--- src/rtl/alt_vipswi131_common_handshake_ctrl.sv ---
// Source-side four-phase req/ack controller: holds a word stable on xfer_data,
// raises xfer_req after a setup window, and recovers from a missing ack via a timeout.
module alt_vipswi131_common_handshake_ctrl #(
  parameter int unsigned WIDTH          = 8,
  parameter int unsigned SETUP_CYCLES   = 1,
  parameter int unsigned TIMEOUT_CYCLES = 1023
) (
  input  logic             clock,
  input  logic             rst_n,
  input  logic             in_valid,
  output logic             in_ready,
  input  logic [WIDTH-1:0] in_data,
  output logic [WIDTH-1:0] xfer_data,
  output logic             xfer_req,
  input  logic             xfer_ack_sync,
  output logic             done,
  output logic             busy,
  output logic             timeout_err,
  input  logic             clear_err
);

  localparam int unsigned CNT_W      = (TIMEOUT_CYCLES == 0) ? 1 : $clog2(TIMEOUT_CYCLES + 1);
  localparam int unsigned SETUP_W    = 4;
  localparam int unsigned SETUP_LAST = (SETUP_CYCLES == 0) ? 0 : SETUP_CYCLES - 1;
  localparam bit          TO_EN      = (TIMEOUT_CYCLES != 0);

  typedef enum logic [2:0] {
    S_IDLE  = 3'd0,
    S_SETUP = 3'd1,
    S_REQ   = 3'd2,
    S_REL   = 3'd3,
    S_ERR   = 3'd4,
    S_RECOV = 3'd5
  } state_t;

  state_t             state_q, state_d;
  logic [CNT_W-1:0]   wait_cnt_q, wait_cnt_d, wait_inc;
  logic [SETUP_W-1:0] setup_cnt_q, setup_cnt_d;
  logic               wait_hit;
  logic               accept;
  logic               done_d;
  logic               err_d;

  // A stale ack in IDLE blocks new words until the far side has released.
  assign in_ready = (state_q == S_IDLE) && !xfer_ack_sync;
  assign accept   = in_valid && in_ready;
  assign wait_inc = wait_cnt_q + CNT_W'(1);
  assign wait_hit = TO_EN && (wait_inc == CNT_W'(TIMEOUT_CYCLES));

  always_comb begin
    state_d     = state_q;
    wait_cnt_d  = wait_cnt_q;
    setup_cnt_d = setup_cnt_q;
    err_d       = timeout_err;
    done_d      = 1'b0;
    case (state_q)
      S_IDLE: begin
        if (accept) begin
          setup_cnt_d = '0;
          wait_cnt_d  = '0;
          state_d     = (SETUP_CYCLES != 0) ? S_SETUP : S_REQ;
        end
      end
      S_SETUP: begin
        if (setup_cnt_q == SETUP_W'(SETUP_LAST)) begin
          state_d    = S_REQ;
          wait_cnt_d = '0;
        end else begin
          setup_cnt_d = setup_cnt_q + SETUP_W'(1);
        end
      end
      S_REQ: begin
        if (xfer_ack_sync) begin
          state_d    = S_REL;
          wait_cnt_d = '0;
        end else if (wait_hit) begin
          state_d = S_ERR;
          err_d   = 1'b1;
        end else if (TO_EN) begin
          wait_cnt_d = wait_inc;
        end
      end
      S_REL: begin
        if (!xfer_ack_sync) begin
          state_d = S_IDLE;
          done_d  = 1'b1;
        end else if (wait_hit) begin
          state_d = S_ERR;
          err_d   = 1'b1;
        end else if (TO_EN) begin
          wait_cnt_d = wait_inc;
        end
      end
      S_ERR: begin
        if (clear_err) begin
          err_d   = 1'b0;
          state_d = xfer_ack_sync ? S_RECOV : S_IDLE;
        end
      end
      S_RECOV: begin
        if (!xfer_ack_sync) state_d = S_IDLE;
      end
      default: state_d = S_IDLE;
    endcase
  end

  // Outputs are registered from the next state so they line up with the state register.
  always_ff @(posedge clock) begin
    if (!rst_n) begin
      state_q     <= S_IDLE;
      wait_cnt_q  <= '0;
      setup_cnt_q <= '0;
      xfer_data   <= '0;
      xfer_req    <= 1'b0;
      done        <= 1'b0;
      busy        <= 1'b0;
      timeout_err <= 1'b0;
    end else begin
      state_q     <= state_d;
      wait_cnt_q  <= wait_cnt_d;
      setup_cnt_q <= setup_cnt_d;
      xfer_req    <= (state_d == S_REQ);
      done        <= done_d;
      busy        <= (state_d != S_IDLE);
      timeout_err <= err_d;
      if (accept) xfer_data <= in_data;
    end
  end

endmodule

--- config.mk ---
export PLATFORM = sky130hd
export DESIGN_NAME = alt_vipswi131_common_handshake_ctrl
export DESIGN_NICKNAME = d
export VERILOG_FILES = /design/src/rtl/alt_vipswi131_common_handshake_ctrl.sv
export SDC_FILE = /design/constraint.sdc
export NUM_CORES = 1
export LEC_CHECK = 0
export ABC_AREA = 1
export BUFFER_PORTS_ARGS = -buffer_cell sky130_fd_sc_hd__buf_2
export CORE_ASPECT_RATIO = 0.75
export CORE_MARGIN = 4
export CORE_UTILIZATION = 59
export CTS_CLUSTER_DIAMETER = 80
export DETAILED_ROUTE_END_ITERATION = 10
export PLACE_DENSITY = 0.89
export SYNTH_ARGS = -nofsm -noshare
export SYNTH_HDL_FRONTEND = slang
export SYNTH_SLANG_ARGS = --single-unit
--- constraint.sdc ---
create_clock -name clock -period 4.4 [get_ports clock]
set_input_delay 0.22 -clock clock [delete_from_list [all_inputs] [get_ports clock]]
set_output_delay 0.22 -clock clock [all_outputs]
set_load 0.05 [all_outputs]
# Yosys cells after proc, flatten, opt, wreduce, memory -nomap -nowiden
# Index checks and enable logic that the tools add are counted.
[classes]
n_addsub = 2
eq_ne = 13
mux = 24
reduce_logical = 13
[op_table]
columns = ["operator", "count"]
rows = [
  ["2-to-1 mux 10 bit", 5],
  ["case mux 10 bit (4 select lines)", 1],
  ["2-to-1 mux 3 bit", 8],
  ["case mux 3 bit (6 select lines)", 1],
  ["!= test 2 bit (second input constant)", 6],
  ["adder 10 x 1 -> 10 bit (second input constant)", 1],
  ["== test 10 bit (second input constant)", 1],
  ["== test 3 x 2 -> 1 bit (second input constant)", 3],
  ["2-to-1 mux 4 bit", 2],
  ["case mux 4 bit (2 select lines)", 1],
  ["AND reduction 4 bit", 2],
  ["== test 3 bit (second input constant)", 2],
  ["nonzero test 3 bit", 2],
  ["2-to-1 mux 1 bit", 5],
  ["adder 4 x 1 -> 4 bit (second input constant)", 1],
  ["zero test 4 bit", 1],
  ["nonzero test 4 bit", 1],
  ["== test 3 x 1 -> 1 bit (second input constant)", 1],
  ["zero test 3 bit", 1],
  ["case mux 1 bit (3 select lines)", 1],
  ["AND reduction 3 bit", 1],
  ["logical AND 1 bit", 2],
  ["AND reduction 2 bit", 1],
  ["nonzero test 2 bit", 1],
  ["zero test 1 bit", 1],
]
[totals]
reg_bits = 29
inputBits = 13
output_inout_bits = 13
wordCells = 60

# Logic depth before layout (Yosys ltp)
# Gate-level depths: netlist of the first run.
[depth]
depth_word = 6
mapped_depth = 14
mapped_depth_nobuf = 14

# Least setup slack after synthesis of the first run
# No wires, ideal clock.
[synth_path]
path_type = "reg2reg"
start = "reg state_q[0]"
end = "reg wait_cnt_q[1]"
setup_ps = 70
arrival_ps = 1748
required_time_ps = 4330
path_slack_ps = 2582
path_stages_with_launch = 14
path_buffers = 2
synth_period_minus_slack_ps = 1818
cell_sequence = "dfxtp_1 -> buf_2 -> nor2_4 -> nand2_2 -> nor2_4 -> nand2_1 -> clkinv_2 -> o21ai_2 -> nor2_4 -> o21ai_4 -> inv_2 -> buf_6 -> o21ai_1 -> a21oi_1"
[synth_between]
elab_chain_len = 5
word_cells_on_any_way = 12
cone_classes = "6 x eq/ne; 1 x mux; 5 x reduce/logical"
[synth_lines]
columns = ["element", "line", "rtl"]
rows = [
  ["start: declaration", "36", "state_t state_q, state_d;"],
  ["start signal: assignment", "119", "state_q <= state_d;"],
  ["zero test 3 bit", "45", "assign in_ready = (state_q == S_IDLE) && !xfer_ack_sync;"],
  ["logical AND 1 bit", "45", ""],
  ["via in_ready", "11", "output logic in_ready,"],
  ["logical AND 1 bit", "46", "assign accept = in_valid && in_ready;"],
  ["!= test 2 bit (no source line)", "-", ""],
  ["AND reduction 4 bit (no source line)", "-", ""],
  ["end signal: assignment", "120", "wait_cnt_q <= wait_cnt_d;"],
  ["end: declaration", "37", "logic [CNT_W-1:0] wait_cnt_q, wait_cnt_d, wait_inc;"],
]
# The timed path passes the listed nets, and every way through them passes these cells.
# A chain may end at the register's enable or synchronous reset.

# Worst setup path in the final report of the first run
[layout_path]
start = "reg state_q[0]"
end = "reg wait_cnt_q[4]"
[layout_between]
elab_chain_len = 5
word_cells_on_any_way = 12
cone_classes = "6 x eq/ne; 1 x mux; 5 x reduce/logical"
[layout_lines]
columns = ["element", "line"]
rows = [
  ["zero test 3 bit", "45, 56"],
  ["logical AND 1 bit", "45"],
  ["logical AND 1 bit", "46"],
  ["!= test 2 bit (no source line)", "-"],
  ["AND reduction 4 bit (no source line)", "-"],
]
# Parallel ways exist; a longest one is shown, timed or not.

==> results of run 1 <==
state kept, by name, indices dropped and copies added, names as in the netlist:
signal,flops
state_q,3
done,1
setup_cnt_q,4
xfer_req,1
wait_cnt_q,10
busy,1
xfer_data,8
timeout_err,1
cells in the mapped netlist:
cell type and count:
a21oi_1 23, dfxtp_1 29, nor2_2 4, buf_6 1, o21ai_4 1, o21ai_0 4
inv_1 26, nand2_2 4, nand3_2 2, clkinv_2 1, nor2_1 23, nor2_4 3
a211oi_1 1, ha_1 4, nor3_1 5, o21ai_2 1, xor2_2 1, inv_2 4
nand3_1 10, o21ai_1 11, clkbuf_1 1, nand2_1 60, o21bai_1 3, nand4_1 2
buf_2 2
per-layer routing:
metal	vias to the layer above	wire length [microns]
li1	778	-
met3	7	232
met5	-	0
met2	47	1462
met1	638	1660
met4	0	77
metrics by stage:
step           hold WS, ns   power, W  cell area [sq um]  instances  worst slack [ns]
4_1_cts             0.1117  0.0006865               1783        289             2.329
3_3_place_gp        0.4539  0.0004118               1680        281             2.402
6_report            0.1177  0.0006856               1783        289             2.313
5_1_grt             0.1290  0.0007126               1783        289             2.062
3_5_place_dp        0.4569  0.0004146               1680        281             2.362
2_1_floorplan       0.3483  0.0003885               1538        226             2.582
area by class of cell:
cell class              count  area (sq um)  share of cell area
well taps                  34         42.54             0.02386
multi-input cells         162         814.5              0.4568
clock inverters             3         65.06             0.03649
inverters                  31         117.6             0.06597
repair buffers             25         125.1             0.07018
clock buffers               5         37.54             0.02105
flip-flops and latches     29         580.6              0.3256
final timing paths:
path                                 endpoint  slack, ns  depth (start not counted)
worst max-delay path            wait_cnt_q[4]       2.31                         11
worst max register to register  wait_cnt_q[4]       2.31                         11
worst min register to register   xfer_data[5]       0.47                          2
worst min-delay path             xfer_data[5]       0.12                          3
cells by family after synthesis:
group	Yosys count	share of synthesized area
flops	29	0.3775
fa+ha+maj	4	0.03255
xor+xnor	1	0.01058
compound gates	44	0.1595
buf+inv	35	0.09275
simple gates	113	0.3271
cells in the final DEF (no fill, tap or decap), drive strengths merged:
cell type / n
a211oi: 1
a21oi: 23
buf: 25
bufinv: 2
clkbuf: 5
clkinv: 2
dfxtp: 29
ha: 4
inv: 30
nand2: 64
nand3: 12
nand4: 2
nor2: 30
nor3: 5
o21ai: 17
o21bai: 3
xor2: 1
tightest hold or removal path: cells and delay by family:
family                 cells  cell delay (ns)
and+or+nand+nor            1             0.05
buffers and inverters      1             0.09
AOI/OAI and AO/OA          1             0.05
power breakdown:
| part | total [W] | switching, W | internal [W] |
|---|---|---|---|
| Clock | 0.000275 | 0.0000995 | 0.000176 |
| Sequential | 0.000296 | 0.0000167 | 0.000279 |
| Combinational | 0.000114 | 0.0000801 | 0.0000344 |
| Total | 0.000686 | 0.000196 | 0.000489 |
==> metrics.cfg, run 1 <==
[power_and_ir_drop]
pwr_density_cell_nw_per_um2=384.5
peakVddDrop_v=0.0002291
p_leak_nw=0.7902

[setup_path]
critPathMaxFanout=11
path_class=reg2reg
crit_required_ns=4.64
start_kind=flip-flop
r2r_start=state_q[0]
worstPathArrival_ns=2.32
crit_chain=nor2_4 > nand2_2 > nor2_4 > nand2_1 > clkinv_2 > o21ai_2 > nor2_4 > o21ai_4 > inv_2 > o21ai_1 > a21oi_1
critPathBufInv=2
critPathTopFamily=simple AND/OR/NAND/NOR gates
cp_slowest_cell=dfxtp_1
slowest_delay_ns=0.54
crit_top_cell=nor2_4
crit_start=state_q[0]
crit_path_end_kind=flip-flop

[sta]
skew_ns=0.002035
relSlewSlack=0.7567
drv_slew=0
period_minus_slack_ns=2.087
period_share=0.4744
finalSetupTns_ns=0
hold_viol=0
timing.fmax_mhz=479.1
setup_violations=0
worst_slew_pin_slew_ns=0.3646
rsz0062_at_grt=no

[placed_design]
dp_hpwl_microns=2643
gp_congestion=0.9430
io_buffers=25

[clock_network]
cts_num_sinks=29
cts_made_buffers=5
cts_resized=0
ctsHoldBuffers=0
cts-root-buf=clkbuf_4
htree_num_levels=2
cts_tree=yes
clkTransAtPathRegs_ns=0.09
clkLatencyLatePin_ns=0.34
clockBufferDepth=2
postCtsSetupBuffers=0

[routing]
route.vias.total=1470
routed_wl_microns=3433
drtAntennaViolNets=0
post_drt_wl_per_cell_microns=11.88
drt_iter0_markers=58
drtPass1Iterations=4
routed_via_density=5.087
drc=0

[floorplan]
dieWidth_microns=66.95
initial_core_util=0.6451
die_area_sq_um=3495
rows=15
io_pins=26
coreArea_sq_um=2384
die_h_microns=52.21

[synthesis]
synth_seq_area_share=0.3775
synth_top_area_share=0.3775
syn_nets=243
ys_top_cells_by_area=dfxtp_1 38%, nand2_1 15%, a21oi_1 7.5%, inv_1 6.3%, nor2_1 5.6%
syn_avg_cell_area_sq_um=6.804
synth_top_cell_by_area=dfxtp_1
synth_seq_cells=29
yosys_warnings=0
ys_types=25
synth_area_sq_um=1538
synth_cells=226

[global_route]
met2_usage=0.3438
grt_overflow=0
use_met1=0.3072
grt_max_degree=13
track_usage=0.2322
first_global_vias=1357
busiest_layer=met2
grt_pass1_wl_microns=5961
antenna_found_initial=0
grt.met3_usage=0.06438

[outcome]
status=finished, final reports clean

[final_layout]
drive_gt1_frac=0.2118
n_fill_cell=215
diodes=0
utilization=0.7480
area_growth_pct=15.95
fin_nets=271

[flow_run]
cap_viol_max_count=0

[min_path]
min_from=in_data[5]
hold_class=in2reg

Note: power is estimated with default switching activity, not from simulation.
==> inputs of run 2 (changes only) <==
ABC_AREA = 0   (was 1)
CORE_UTILIZATION = 49   (was 59)
PLACE_DENSITY = 0.8   (was 0.89)
clock period = 1.9 ns   (was 4.4 ns; I/O delays follow)
==> run 2 against run 1 <==
Against the previous run:
- the flow now finishes with violations (setup timing)
- clock power rose by 110%
- design area is 17% higher
- combinational power rose to 3.1 times the previous value
- clock skew up 0.0040 ns
- wire length up 29%
- core utilization rose by 1.3 points
- non-clock buffer count is 30 higher
- global-route usage is 0.87 points lower
- via count increased by 4.1%
- die area increased by 13%
- critical path type unchanged
==> metrics.cfg, run 2 <==
[synthesis]
synth_most_common_cell=dfxtp_1
ys_types=44  ; +76%
yosys-top-cells-count=29 x dfxtp_1, 21 x nand2_1, 15 x nand3_1
synth-main-ff-cell=dfxtp_1
synth_top_cell_by_area=dfxtp_1
yosys_warnings=0  ; unchanged
syn_nets=196  ; -19%
ys_top_cells_by_area=dfxtp_1 39%, nand2_1 5.4%, nand3_1 5.1%, a21boi_0 4.6%, a21oi_1 3.7%
synth_cells=179  ; -21%
synth-edff-count=0  ; unchanged
synth_seq_area_share=0.3946  ; +0.01702
synth_area_sq_um=1471  ; -4.3%
syn_avg_cell_area_sq_um=8.220  ; +21%
synth_top_area_share=0.3946  ; +0.01702
synth_seq_cells=29  ; unchanged
synthArstFlopShare=0  ; unchanged

[routing]
route.vias.total=1531  ; +4.1%
routed_via_density=5.713  ; +12%
routed_wl_microns=4413  ; +29%
drtPass1Iterations=4  ; unchanged
post_drt_wl_per_cell_microns=16.47  ; +39%
top_layer=met4
drtAntennaViolNets=0  ; unchanged
met2WireLength_microns=2245  ; +54%
routedLengthMet1_microns=1885  ; +14%
drt_iter0_markers=102  ; +76%
met3_length_microns=213  ; -8.2%
drc=0  ; unchanged

[clock_network]
htree_num_levels=2  ; unchanged
clockBufferDepth=2  ; unchanged
clkTransAtPathRegs_ns=0.07  ; -0.02 ns
cts_num_sinks=29  ; unchanged
cts_tree=yes
cts-root-buf=clkbuf_8
ctsHoldBuffers=0  ; unchanged
clkLatencyLatePin_ns=0.29  ; -0.05 ns
cts_made_buffers=5  ; unchanged

[flow_run]
cap_viol_max_count=0  ; unchanged

[final_layout]
area_growth_pct=41.84
layout_commonest_cell=dfxtp_1
final_cells=268  ; -7.3%
top_regs=wait_cnt_q (10), xfer_data (8), setup_cnt_q (4)
diodes=0  ; unchanged
n_fill_cell=173  ; -20%
largest_reg_flops=10  ; unchanged
fin_nets=248  ; -8.5%
drive_gt1_frac=0.3966  ; +0.1848
regMostFlops=wait_cnt_q
final_cell_mix=28 x dfxtp_1, 26 x buf_4, 25 x buf_2

[outcome]
violations=setup timing
status=finished, violations left

[sta]
worst_slack_ns=-0.2641  ; -2.577 ns
skew_ns=0.005997  ; +0.003962 ns
setup_violations=9  ; +9
hold_viol=0  ; unchanged
period_minus_slack_ns=2.164  ; +0.07686 ns
timing.fmax_mhz=462.1  ; -3.6%
worst_slew_pin_slew_ns=0.3787  ; +0.01412 ns
relSlewSlack=0.7475  ; -0.009145
rsz0062_at_grt=yes
period_share=1.139  ; +0.6646
holdWs_ns=0.06398  ; -0.05368 ns
drv_slew=0  ; unchanged

[power_and_ir_drop]
peakVddDrop_v=0.0008601  ; +280%
pwr_density_cell_nw_per_um2=765.1  ; +99%
p_leak_nw=0.8470  ; +7.2%

[setup_path]
r2r_slack_ns=-0.26  ; -2.58 ns
worstPathArrival_ns=2.39  ; +0.07 ns
start_kind=flip-flop
critPathMaxFanout=7  ; -4
path_class=reg2reg
crit_required_ns=2.12  ; -2.52 ns
crit_path_end_kind=flip-flop

[placed_design]
placedCellCount=253  ; -10%
gp_congestion=0.8563  ; -9.2%
dp_hpwl_microns=2888  ; +9.3%
dp_slack_ns=-0.2162  ; -2.578 ns
io_buffers=25  ; unchanged

[min_path]
hold_class=in2reg

[floorplan]
die_area_sq_um=3953  ; +13%
die_h_microns=55.46  ; +6.2%
rows=16  ; +1
dieWidth_microns=71.28  ; +6.5%
initial_core_util=0.5365  ; -0.1086
io_pins=26  ; unchanged
coreArea_sq_um=2743  ; +15%

[global_route]
grt_overflow=0  ; unchanged
grt_max_degree=18  ; +5
track_usage=0.2236  ; -0.008661
grt_pass1_wl_microns=6893  ; +16%
first_global_vias=1520  ; +12%
antenna_found_initial=0  ; unchanged

[run 2: changes by cell type after synthesis, moves of 5 or more]
| cell | change |
|---|---|
| a21oi_1 | -12 |
| nand2_1 | -39 |
| inv_1 | -19 |
| a21boi_0 | +9 |
| o21ai_1 | -11 |
| nand3_1 | +5 |
| clkbuf_1 | +7 |
| nor2_1 | -13 |
[run 2: logic make-up after synthesis]
family	Yosys count	synth area share
AND/OR/NAND/NOR	80	0.2891
AO/OA/AOI/OAI	41	0.1871
flip-flops	29	0.3946
buffers and inverters	17	0.04507
XOR/XNOR	5	0.02977
adder cells (fa/ha/maj)	4	0.03401
multiplexers	3	0.02041
[run 2: timing repair]
action | 4_1_cts | 5_1_grt
resized for setup | 9 | 26
setup endpoints to repair | 10 | 13
gates cloned | 0 | 0
pin swaps | 4 | 6
setup buffers | 3 | 4
[run 2: through the flow]
stage / util / setup TNS (ns) / area, sq um / total power [W]
4_1_cts: 0.7048 / -0.8794 / 1933 / 0.001542
2_1_floorplan: - / -0.3762 / 1480 / 0.0008660
3_3_place_gp: 0.6474 / -0.2712 / 1775 / 0.0009450
6_report: 0.7609 / -1.380 / 2087 / 0.001597
5_1_grt: 0.7609 / -2.456 / 2087 / 0.001649
3_5_place_dp: 0.6474 / -0.7495 / 1775 / 0.0009609
[run 2: final cells by class]
| cell class | count | area, sq um | area share |
|---|---|---|---|
| multi-input combinational | 133 | 967.2 | 0.4634 |
| sequential | 29 | 581.8 | 0.2788 |
| timing repair buffer | 55 | 365.4 | 0.1751 |
| clock buffer | 7 | 96.34 | 0.04616 |
| tap | 36 | 45.04 | 0.02158 |
| inverter | 7 | 26.28 | 0.01259 |
| clock inverter | 1 | 5.005 | 0.002398 |
[run 2: worst paths after layout]
kind | end | start | depth (start not counted)
hold reg to reg | timeout_err | timeout_err | 2
hold / removal | xfer_data[3] | in_data[3] | 3
setup reg to reg | wait_cnt_q[4] | setup_cnt_q[0] | 8
setup / recovery | wait_cnt_q[4] | setup_cnt_q[0] | 8
[run 2: routing by layer]
metal  vias up  global-route usage
li1        747                   -
met1       731              0.2641
met2        44              0.3534
met3         9             0.07790
met4         0              0.1180
met5         -                   0
[run 2: critical path, stage by stage, from the launching register on]
cell and delay [ns]:
dfxtp_2 0.32, inv_1 0.05, ha_1 0.13, or3b_4 0.38
a21o_1 0.21, buf_6 0.13, or2_4 0.26, or4_4 0.45
a21oi_4 0.17
[run 2: power breakdown]
| group | internal [W] | total (W) | leakage [nW] | switching [W] |
|---|---|---|---|---|
| combinational | 0.000142 | 0.000359 | 0.557 | 0.000218 |
| clock | 0.000327 | 0.000578 | 0.0542 | 0.000251 |
| sequential | 0.000635 | 0.000659 | 0.236 | 0.0000240 |
| total | 0.00110 | 0.00160 | 0.847 | 0.000493 |
